[src/rtl/pilha_exec.sv]
// pilha_exec: two-entry operand stack, opcode latch and ALU engine for the 8-bit ALU.
// Define PILHA_MUL_SEQ_EN to build the sequential shift-add multiply for opcode 110.
module pilha_exec (
  input  logic       clk,
  input  logic       rst,
  input  logic       habilitaA,
  input  logic       habilitaB,
  input  logic       habilitaOp,
  input  logic       habilitaExec,
  input  logic       selMuxA,
  input  logic       resetFSM,
  input  logic [7:0] dado_in,
  input  logic [2:0] op_in,
  output logic [7:0] res,
  output logic       carry,
  output logic       zero,
  output logic       ovf,
  output logic       pronto,
  output logic       pode_avancar,
  output logic [1:0] profundidade,
  output logic       erro
);
`ifdef PILHA_MUL_SEQ_EN
  typedef enum logic [1:0] {S_IDLE, S_DONE, S_MUL} state_t;
`else
  typedef enum logic [1:0] {S_IDLE, S_DONE} state_t;
`endif
  state_t r_state, w_state_nx;
  logic [7:0] r_stk0, r_stk1, r_res;
  logic [1:0] r_depth;
  logic [2:0] r_op;
  logic       r_op_valid, r_erro, r_carry, r_zero, r_ovf;
  logic [7:0] w_push, w_res;
  logic [8:0] w_sum, w_dif;
  logic       w_c, w_v, w_z, w_go, w_is_mul, w_single;
`ifdef PILHA_MUL_SEQ_EN
  logic [15:0] r_mcand, r_acc, w_acc_nx;
  logic [7:0]  r_mplier;
  logic [2:0]  r_cnt;
  assign w_acc_nx = r_acc + (r_mplier[0] ? r_mcand : 16'd0);
  assign w_single = w_go & ~w_is_mul;
`else
  assign w_single = w_go;
`endif
  assign pode_avancar = (r_depth == 2'd2) & r_op_valid & (r_state == S_IDLE);
  assign w_go         = habilitaExec & pode_avancar & ~resetFSM;
  assign w_is_mul     = (r_op == 3'd6);
  assign w_push       = selMuxA ? r_res : dado_in;
  assign w_sum        = {1'b0, r_stk0} + {1'b0, r_stk1};
  assign w_dif        = {1'b0, r_stk0} - {1'b0, r_stk1};
  assign res          = r_res;
  assign carry        = r_carry;
  assign zero         = r_zero;
  assign ovf          = r_ovf;
  assign erro         = r_erro;
  assign profundidade = r_depth;
  assign pronto       = (r_state == S_DONE);
  always_comb begin
    w_res = 8'd0;
    w_c   = 1'b0;
    w_v   = 1'b0;
    case (r_op)
      3'd0: begin
        w_res = w_sum[7:0];
        w_c   = w_sum[8];
        w_v   = (r_stk0[7] == r_stk1[7]) & (w_sum[7] != r_stk0[7]);
      end
      3'd1: begin
        w_res = w_dif[7:0];
        w_c   = w_dif[8];
        w_v   = (r_stk0[7] != r_stk1[7]) & (w_dif[7] != r_stk0[7]);
      end
      3'd2:    w_res = r_stk0 & r_stk1;
      3'd3:    w_res = r_stk0 | r_stk1;
      3'd4:    w_res = r_stk0 ^ r_stk1;
      3'd5:    w_res = ~r_stk0;
      3'd7:    w_res = r_stk0;
      default: w_res = 8'd0;
    endcase
    // an unsupported multiply reports all flags clear, including zero
    w_z = (w_res == 8'd0) & ~w_is_mul;
  end
  always_comb begin
    w_state_nx = r_state;
    if (resetFSM)
      w_state_nx = S_IDLE;
    else if (r_state == S_IDLE && w_go)
`ifdef PILHA_MUL_SEQ_EN
      w_state_nx = w_is_mul ? S_MUL : S_DONE;
    else if (r_state == S_MUL && r_cnt == 3'd7)
      w_state_nx = S_DONE;
`else
      w_state_nx = S_DONE;
`endif
    else if (r_state == S_DONE && !habilitaExec)
      w_state_nx = S_IDLE;
  end
  always_ff @(posedge clk or posedge rst)
    if (rst) r_state <= S_IDLE;
    else     r_state <= w_state_nx;
  always_ff @(posedge clk or posedge rst) begin
    if (rst) begin
      r_stk0     <= 8'd0;
      r_stk1     <= 8'd0;
      r_depth    <= 2'd0;
      r_op       <= 3'd0;
      r_op_valid <= 1'b0;
      r_erro     <= 1'b0;
      r_res      <= 8'd0;
      r_carry    <= 1'b0;
      r_zero     <= 1'b0;
      r_ovf      <= 1'b0;
    end else begin
      if (resetFSM) begin
        r_depth    <= 2'd0;
        r_op_valid <= 1'b0;
        r_erro     <= 1'b0;
      end else begin
        if (habilitaA | habilitaB) begin
          if (r_depth == 2'd2 || (habilitaA & habilitaB)) r_erro <= 1'b1;
          if (r_depth != 2'd2) begin
            if (r_depth == 2'd0) r_stk0 <= w_push;
            else                 r_stk1 <= w_push;
            r_depth <= r_depth + 2'd1;
          end
        end
        // consuming the opcode keeps pode_avancar low until the next resetFSM
        if (w_go) r_op_valid <= 1'b0;
        if (habilitaOp) begin
          r_op       <= op_in;
          r_op_valid <= 1'b1;
        end
`ifndef PILHA_MUL_SEQ_EN
        if (w_go && w_is_mul) r_erro <= 1'b1;
`endif
      end
      if (w_single) begin
        r_res   <= w_res;
        r_carry <= w_c;
        r_zero  <= w_z;
        r_ovf   <= w_v;
      end
`ifdef PILHA_MUL_SEQ_EN
      else if (r_state == S_MUL && !resetFSM && r_cnt == 3'd7) begin
        r_res   <= w_acc_nx[7:0];
        r_carry <= 1'b0;
        r_zero  <= (w_acc_nx[7:0] == 8'd0);
        r_ovf   <= |w_acc_nx[15:8];
      end
`endif
    end
  end
`ifdef PILHA_MUL_SEQ_EN
  always_ff @(posedge clk or posedge rst) begin
    if (rst) begin
      r_mcand  <= 16'd0;
      r_mplier <= 8'd0;
      r_acc    <= 16'd0;
      r_cnt    <= 3'd0;
    end else if (w_go && w_is_mul) begin
      r_mcand  <= {8'd0, r_stk0};
      r_mplier <= r_stk1;
      r_acc    <= 16'd0;
      r_cnt    <= 3'd0;
    end else if (r_state == S_MUL && !resetFSM) begin
      r_acc    <= w_acc_nx;
      r_mcand  <= r_mcand << 1;
      r_mplier <= r_mplier >> 1;
      r_cnt    <= r_cnt + 3'd1;
    end
  end
`endif
endmodule

[config.mk]
export PLATFORM = sky130hd
export DESIGN_NAME = pilha_exec
export DESIGN_NICKNAME = d
export VERILOG_FILES = /design/src/rtl/pilha_exec.sv
export SDC_FILE = /design/constraint.sdc
export NUM_CORES = 1
export LEC_CHECK = 0
export CAP_MARGIN = 30
export CORE_MARGIN = 5
export CORE_UTILIZATION = 30
export DETAILED_ROUTE_END_ITERATION = 8
export PLACE_DENSITY = 0.49
export SLEW_MARGIN = 20
export SYNTH_ARGS = -nofsm -noshare
export SYNTH_HDL_FRONTEND = slang
export SYNTH_SLANG_ARGS = --single-unit
[constraint.sdc]
create_clock -name clk -period 2.5 [get_ports clk]
set_input_delay 0.5 -clock clk [delete_from_list [all_inputs] [get_ports clk]]
set_output_delay 0.5 -clock clk [all_outputs]
set_load 0.01 [all_outputs]
### Yosys cells after proc, flatten, opt, wreduce, memory -nomap -nowiden

Cells that the tools add are included.

* logic and storage cells: 81
* output and inout port bits: 16
* flip-flop bits (word level): 36
* bits of input ports: 19

* bitwise logic cells: 16
* reductions and logical operators: 20
* equality and inequality tests: 14
* add/sub/neg operators: 3
* mux-type cells: 17

Operators with widths (number)
* 8-bit case mux with 7 select lines: 1
* 3-bit == test (second input constant): 4
* 2-bit 2-to-1 mux: 6
* 3-bit nonzero test: 4
* 8-bit by 8-bit adder with 9-bit output: 1
* 8-bit by 8-bit subtractor with 9-bit output: 1
* 1-bit AND: 8
* 8-bit AND: 1
* 8-bit zero test: 1
* 8-bit 2-to-1 mux: 1
* 8-bit inverter: 1
* 8-bit bitwise OR: 1
* 4-bit AND reduction: 2
* 8-bit bitwise XOR: 1
* 1-bit 2-to-1 mux: 7
* 3-bit by 2-bit == test with 1-bit output (second input constant): 2
* 2-bit AND reduction: 3
* 2-bit zero test: 2
* 1-bit case mux with 2 select lines: 2
* 2-bit nonzero test: 2
* 3-bit by 1-bit == test with 1-bit output (second input constant): 1
* 1-bit logical AND: 3
* 3-bit zero test: 1
* 1-bit inequality test: 3
* other kinds (9): 11

### Longest topological paths before layout

Gate-level depths: netlist of the first run.

* depth after elaboration: 8
* gate-level depth with buffers: 11
* depth with buffers taken out: 11

### Least setup slack after synthesis of the first run

Ideal clock, no wire load.

* path kind: register to register
* from: register r_stk0[0]
* to: register r_zero, in the netlist zero
* required time: 2.405 ns
* path slack: 0.151 ns
* clock period less this slack: 2.349 ns
* setup time: 0.095 ns
* arrival: 2.254 ns
* stages on the path, launching flop included: 12
* path buffers: 0
* path through: dfrtp_1 inv_1 ha_1 inv_1 fa_1 nor2b_1 o21ai_1 a21oi_1 o21a_1 nor4_1 o211ai_1 o32ai_2

* word-level cells in the longest chain between the ends: 4
* elaborated cells between the ends (all ways): 9
* classes of those cells: add/sub: 2; mux: 1; bitwise: 5; reduce/logical: 1

Ends and longest elaborated chain
* start: declaration: RTL line 29 `logic [7:0] r_stk0, r_stk1, r_res;`
* start signal: assignment: RTL line 122 `if (r_depth == 2'd0) r_stk0 <= w_push;`
* 8-bit by 8-bit subtractor with 9-bit output, or another cell as far along: RTL line 50 `assign w_dif = {1'b0, r_stk0} - {1'b0, r_stk1};`
* 8-bit case mux with 7 select lines (*): RTL line 62 `case (r_op)`
* 8-bit zero test (*): RTL line 81 `w_z = (w_res == 8'd0) & ~w_is_mul;`
* 1-bit AND (*): RTL line 81
* end signal: assignment: RTL line 140 `r_zero <= w_z;`
* end: declaration: RTL line 32 `logic r_op_valid, r_erro, r_carry, r_zero, r_ovf;`

Mark *: on every way between the ends. The rest lies on a longest branch, timed or not.
A chain may end at the register's enable or synchronous reset.

### Worst setup path after layout of the first run

* from: register r_stk1[0]
* to: register r_zero, in the netlist zero

* word-level cells in the longest chain between the ends: 4
* elaborated cells between the ends (all ways): 8
* classes of those cells: add/sub: 2; mux: 1; bitwise: 4; reduce/logical: 1

Ends and longest elaborated chain
* start: declaration: RTL line 29
* start signal: assignment: RTL line 123 `else r_stk1 <= w_push;`
* 8-bit by 8-bit subtractor with 9-bit output, or another cell as far along: RTL line 50
* 8-bit case mux with 7 select lines (*): RTL line 62
* 8-bit zero test (*): RTL line 81
* 1-bit AND (*): RTL line 81

Marked as above.

==> run metrics, run 1 <==
Mapped Cells=around 330; drt pass-1 iters=4; initial antenna violation count=0; CTS Root Cell=clkbuf_8; Worst setup SP type=flip-flop; Setup TNS=0 ns; CP peak stage delay=between 0.4 and 0.5 ns; area of the mapped netlist=around 2800 µm²; vias in the first global route=roughly 2,500; Synth cell types=54; Area growth, synth to finish=28.3%; H-tree lvl count=2; Final nets=about 430; Yosys Warn Count=0; first-pass GRT wire length=12.4 mm; CP endpoint kind=flip-flop; Clock Sinks=35; Pleak=around 0.0015 µW; I/O Buffers=34; Die X=between 100 and 150 µm; WP buf/inv=2; clock tree buffer depth=2; # DRC=0; Die H=107 µm; crit path kind=flip-flop to flip-flop; Hold Startpoint=r_stk1[3]; CTS Buf Count=5; Placed Area=around 3400 µm²; initial drt markers=between 100 and 150; EDFF count, synth=0; crit-path cells=ha_2 > inv_1 > fa_1 > nand2b_1 > a21oi_2 > buf_4 > o21a_1 > o21ai_0 > o311a_1 > o211ai_1 > o32ai_2; WL/cell=around 15 µm; minimum clock period=about 2.4 ns; hold_ws=0.515 ns; Worst Hold Class=flip-flop to flip-flop; Worst-Margin Slew=0.535 ns; PwrDens=1200 nW/µm²; crit share post-route=0.974; final setup vio count=0; R2R Path End=zero; core area=a little over 9000 µm²; fill count=between 900 and 1,000; die area=about 11,000 µm²; Routed WL=around 7.5 mm; Max VDD drop=~0.56 mV; required time of the worst setup path=between 2 and 3 ns; top_reg_cell synth=dfrtp_1; top-area cell type share of the netlist area=0.311; Worst R2R Path Depth=11; clk_skew=~0.014 ns; Worst Hold Depth=2; commonest cells after routing, fill and taps aside=34 x dfrtp_1, 34 x clkdlybuf4s50_1, 31 x buf_4, 30 x nand2_1; critical path's slowest cell=dfrtp_2; Slew HR=0.643; gpl congestion=0.837; io pins=35; DP HPWL=just under 6 mm; largest net degree at the start of global routing=36; maximum capacitance violations=0; FF/Latch Area=approximately 880 µm²; worst-path maximum fanout=4; Reg clk slew, reported paths=around 0.070 ns; unrepaired setup endpoints after global routing=true; ranking of synthesized cells by area=dfrtp_1 31%, ha_1 12%, mux2i_1 4.6%; post-route cell area=3610 µm²; Async SR Flop Fraction=1.00; routed vias/inst=5.10; mean area per synthesized cell=around 8.5 µm²; area occupied by multi-input gates=roughly 1800 µm²; TritonCTS clock tree=built; layout cell share with drive strength beyond 1=0.197; worst r2r src=r_stk1[0]; Final Max Slew Viols=0; Synth area leader=dfrtp_1; Synth Register Bits=35; data arrival time of the critical path=roughly 2.6 ns; Endpoint, Worst Hold=r_stk1[3]; Total GRT Usage=0.134; GR Overflow Total=0; Worst R2R Setup Slack=around 0.064 ns; worst skew pair latency=0.29 ns; Fin. Hold Viols=0; Final ANT Viol Nets=0; Placement Rows=35; initial core utilization=0.306; f_max=0.411 GHz; Vias=about 2,500; outcome=finished clean; Antenna Diode Count=0; CP delay by family, top=compound AO/OA/AOI/OAI gates; Final Util=0.393; register area share after synthesis=0.311; Syn Nets=380
-- worst register-to-register path: stages (launching register included) --
cell	delay, ns
dfrtp_2	0.41
ha_2	0.22
inv_1	0.07
fa_1	0.41
nand2b_1	0.20
a21oi_2	0.15
buf_4	0.13
o21a_1	0.13
o21ai_0	0.09
o311a_1	0.18
o211ai_1	0.21
o32ai_2	0.12
-- power breakdown --
| group | switching [µW] | total [µW] | internal, µW |
|---|---|---|---|
| clock network | 210 | 405 | 195 |
| registers | 210 | 1000 | 792 |
| logic | 1560 | 2920 | 1360 |
-- metrics by stage --
step / total power, µW / cells / setup slack (ns)
floorplan: 2750 / 332 / 0.151
global placement: 3660 / 487 / -0.0165
detailed placement: 3660 / 487 / -0.0783
CTS: 4120 / 495 / 0.0116
global route: 4780 / 497 / -0.0639
finish: 4320 / 497 / 0.0644
-- state kept, by name (all words and copies together), names as in the netlist --
register	count
r_op_valid	1
erro	1
r_state	1
r_op	3
zero	1
profundidade	2
carry	1
r_stk0	8
ovf	1
res	8
r_stk1	8
-- cells by family (layout without fill, tap and decap cells) --
family,count (synthesis),count (layout),synth area share
AOI/OAI and AO/OA,98,98,0.224
xor gates and xnor gates,7,7,0.0218
buffers and inverters,49,103,0.0738
DFF,35,35,0.311
and+or+nand+nor,94,94,0.161
muxes,20,20,0.0743
adders and majority gates,29,29,0.134
-- layout make-up --
| class | instances | area share |
|---|---|---|
| clock buffers | 6 | 0.0201 |
| clock inverters | 2 | 0.00347 |
| well taps | 111 | 0.0385 |
| repair buffers | 65 | 0.159 |
| inverters | 30 | 0.0312 |
| multi-input cells | 248 | 0.505 |
| flip-flops and latches | 35 | 0.243 |
-- Yosys cell counts, types with 2 or more instances --
cell	number
a221oi_1	5
ha_1	27
a22oi_1	3
buf_4	2
nor3_1	13
xnor2_1	5
o21ai_1	8
a31oi_1	3
inv_1	28
xor2_1	2
nand3_1	3
a21oi_1	23
o21bai_1	3
inv_2	2
nand2b_1	4
dfrtp_1	35
o31ai_1	2
nor2b_1	9
clkbuf_1	8
a211oi_1	6
mux2_2	7
fa_1	2
o21a_1	2
mux2i_1	13
nor2_1	25
nand2_1	30
o21ai_0	25
o211ai_1	3
buf_2	7
nor4_1	3
-- what timing repair did --
item,in CTS,in global routing
setup endpoints to repair,2,4
buffers inserted,0,2
pin swaps,1,11
gates cloned,0,0
resized for setup,4,21
hold buffers,0,0
-- layer usage --
layer / part of all wire / vias to the layer above / track usage
li1: - / 1271 / -
met1: 0.52 / 1202 / 0.196
met2: 0.43 / 54 / 0.209
met3: 0.036 / 8 / 0.0193
met4: 0.011 / 0 / 0.0320
met5: 0 / - / 0
-- how the worst max path moves through the flow --
stage	startpoint	endpoint	slack (ns)	cells past startpoint
after floorplan	r_stk0[0]	zero	0.15	11
after global placement	r_stk1[0]	zero	-0.02	10
after detailed placement	r_stk1[0]	zero	-0.08	10
after CTS	r_stk0[0]	zero	0.01	11
after global routing	r_stk0[0]	zero	-0.06	11
final	r_stk1[0]	zero	0.06	11
(Power assumes the default switching activity.)
==> inputs of run 2 (changes only) <==
--- a/config.mk
+++ b/config.mk
@@ -10,7 +10,7 @@
 export CORE_UTILIZATION = 30
 export DETAILED_ROUTE_END_ITERATION = 8
 export PLACE_DENSITY = 0.49
-export SLEW_MARGIN = 20
+export SLEW_MARGIN = 10
 export SYNTH_ARGS = -nofsm -noshare
 export SYNTH_HDL_FRONTEND = slang
 export SYNTH_SLANG_ARGS = --single-unit
==> results of run 2 <==
No change in the layout: final DEF, timing and power equal those of run 1.
==> inputs of run 3 (changes only) <==
--- a/config.mk
+++ b/config.mk
@@ -5,7 +5,6 @@
 export SDC_FILE = /design/constraint.sdc
 export NUM_CORES = 1
 export LEC_CHECK = 0
-export CAP_MARGIN = 30
 export CORE_MARGIN = 5
 export CORE_UTILIZATION = 30
 export DETAILED_ROUTE_END_ITERATION = 8
==> results of run 3 <==
No change in the layout: final DEF, timing and power equal those of run 1.
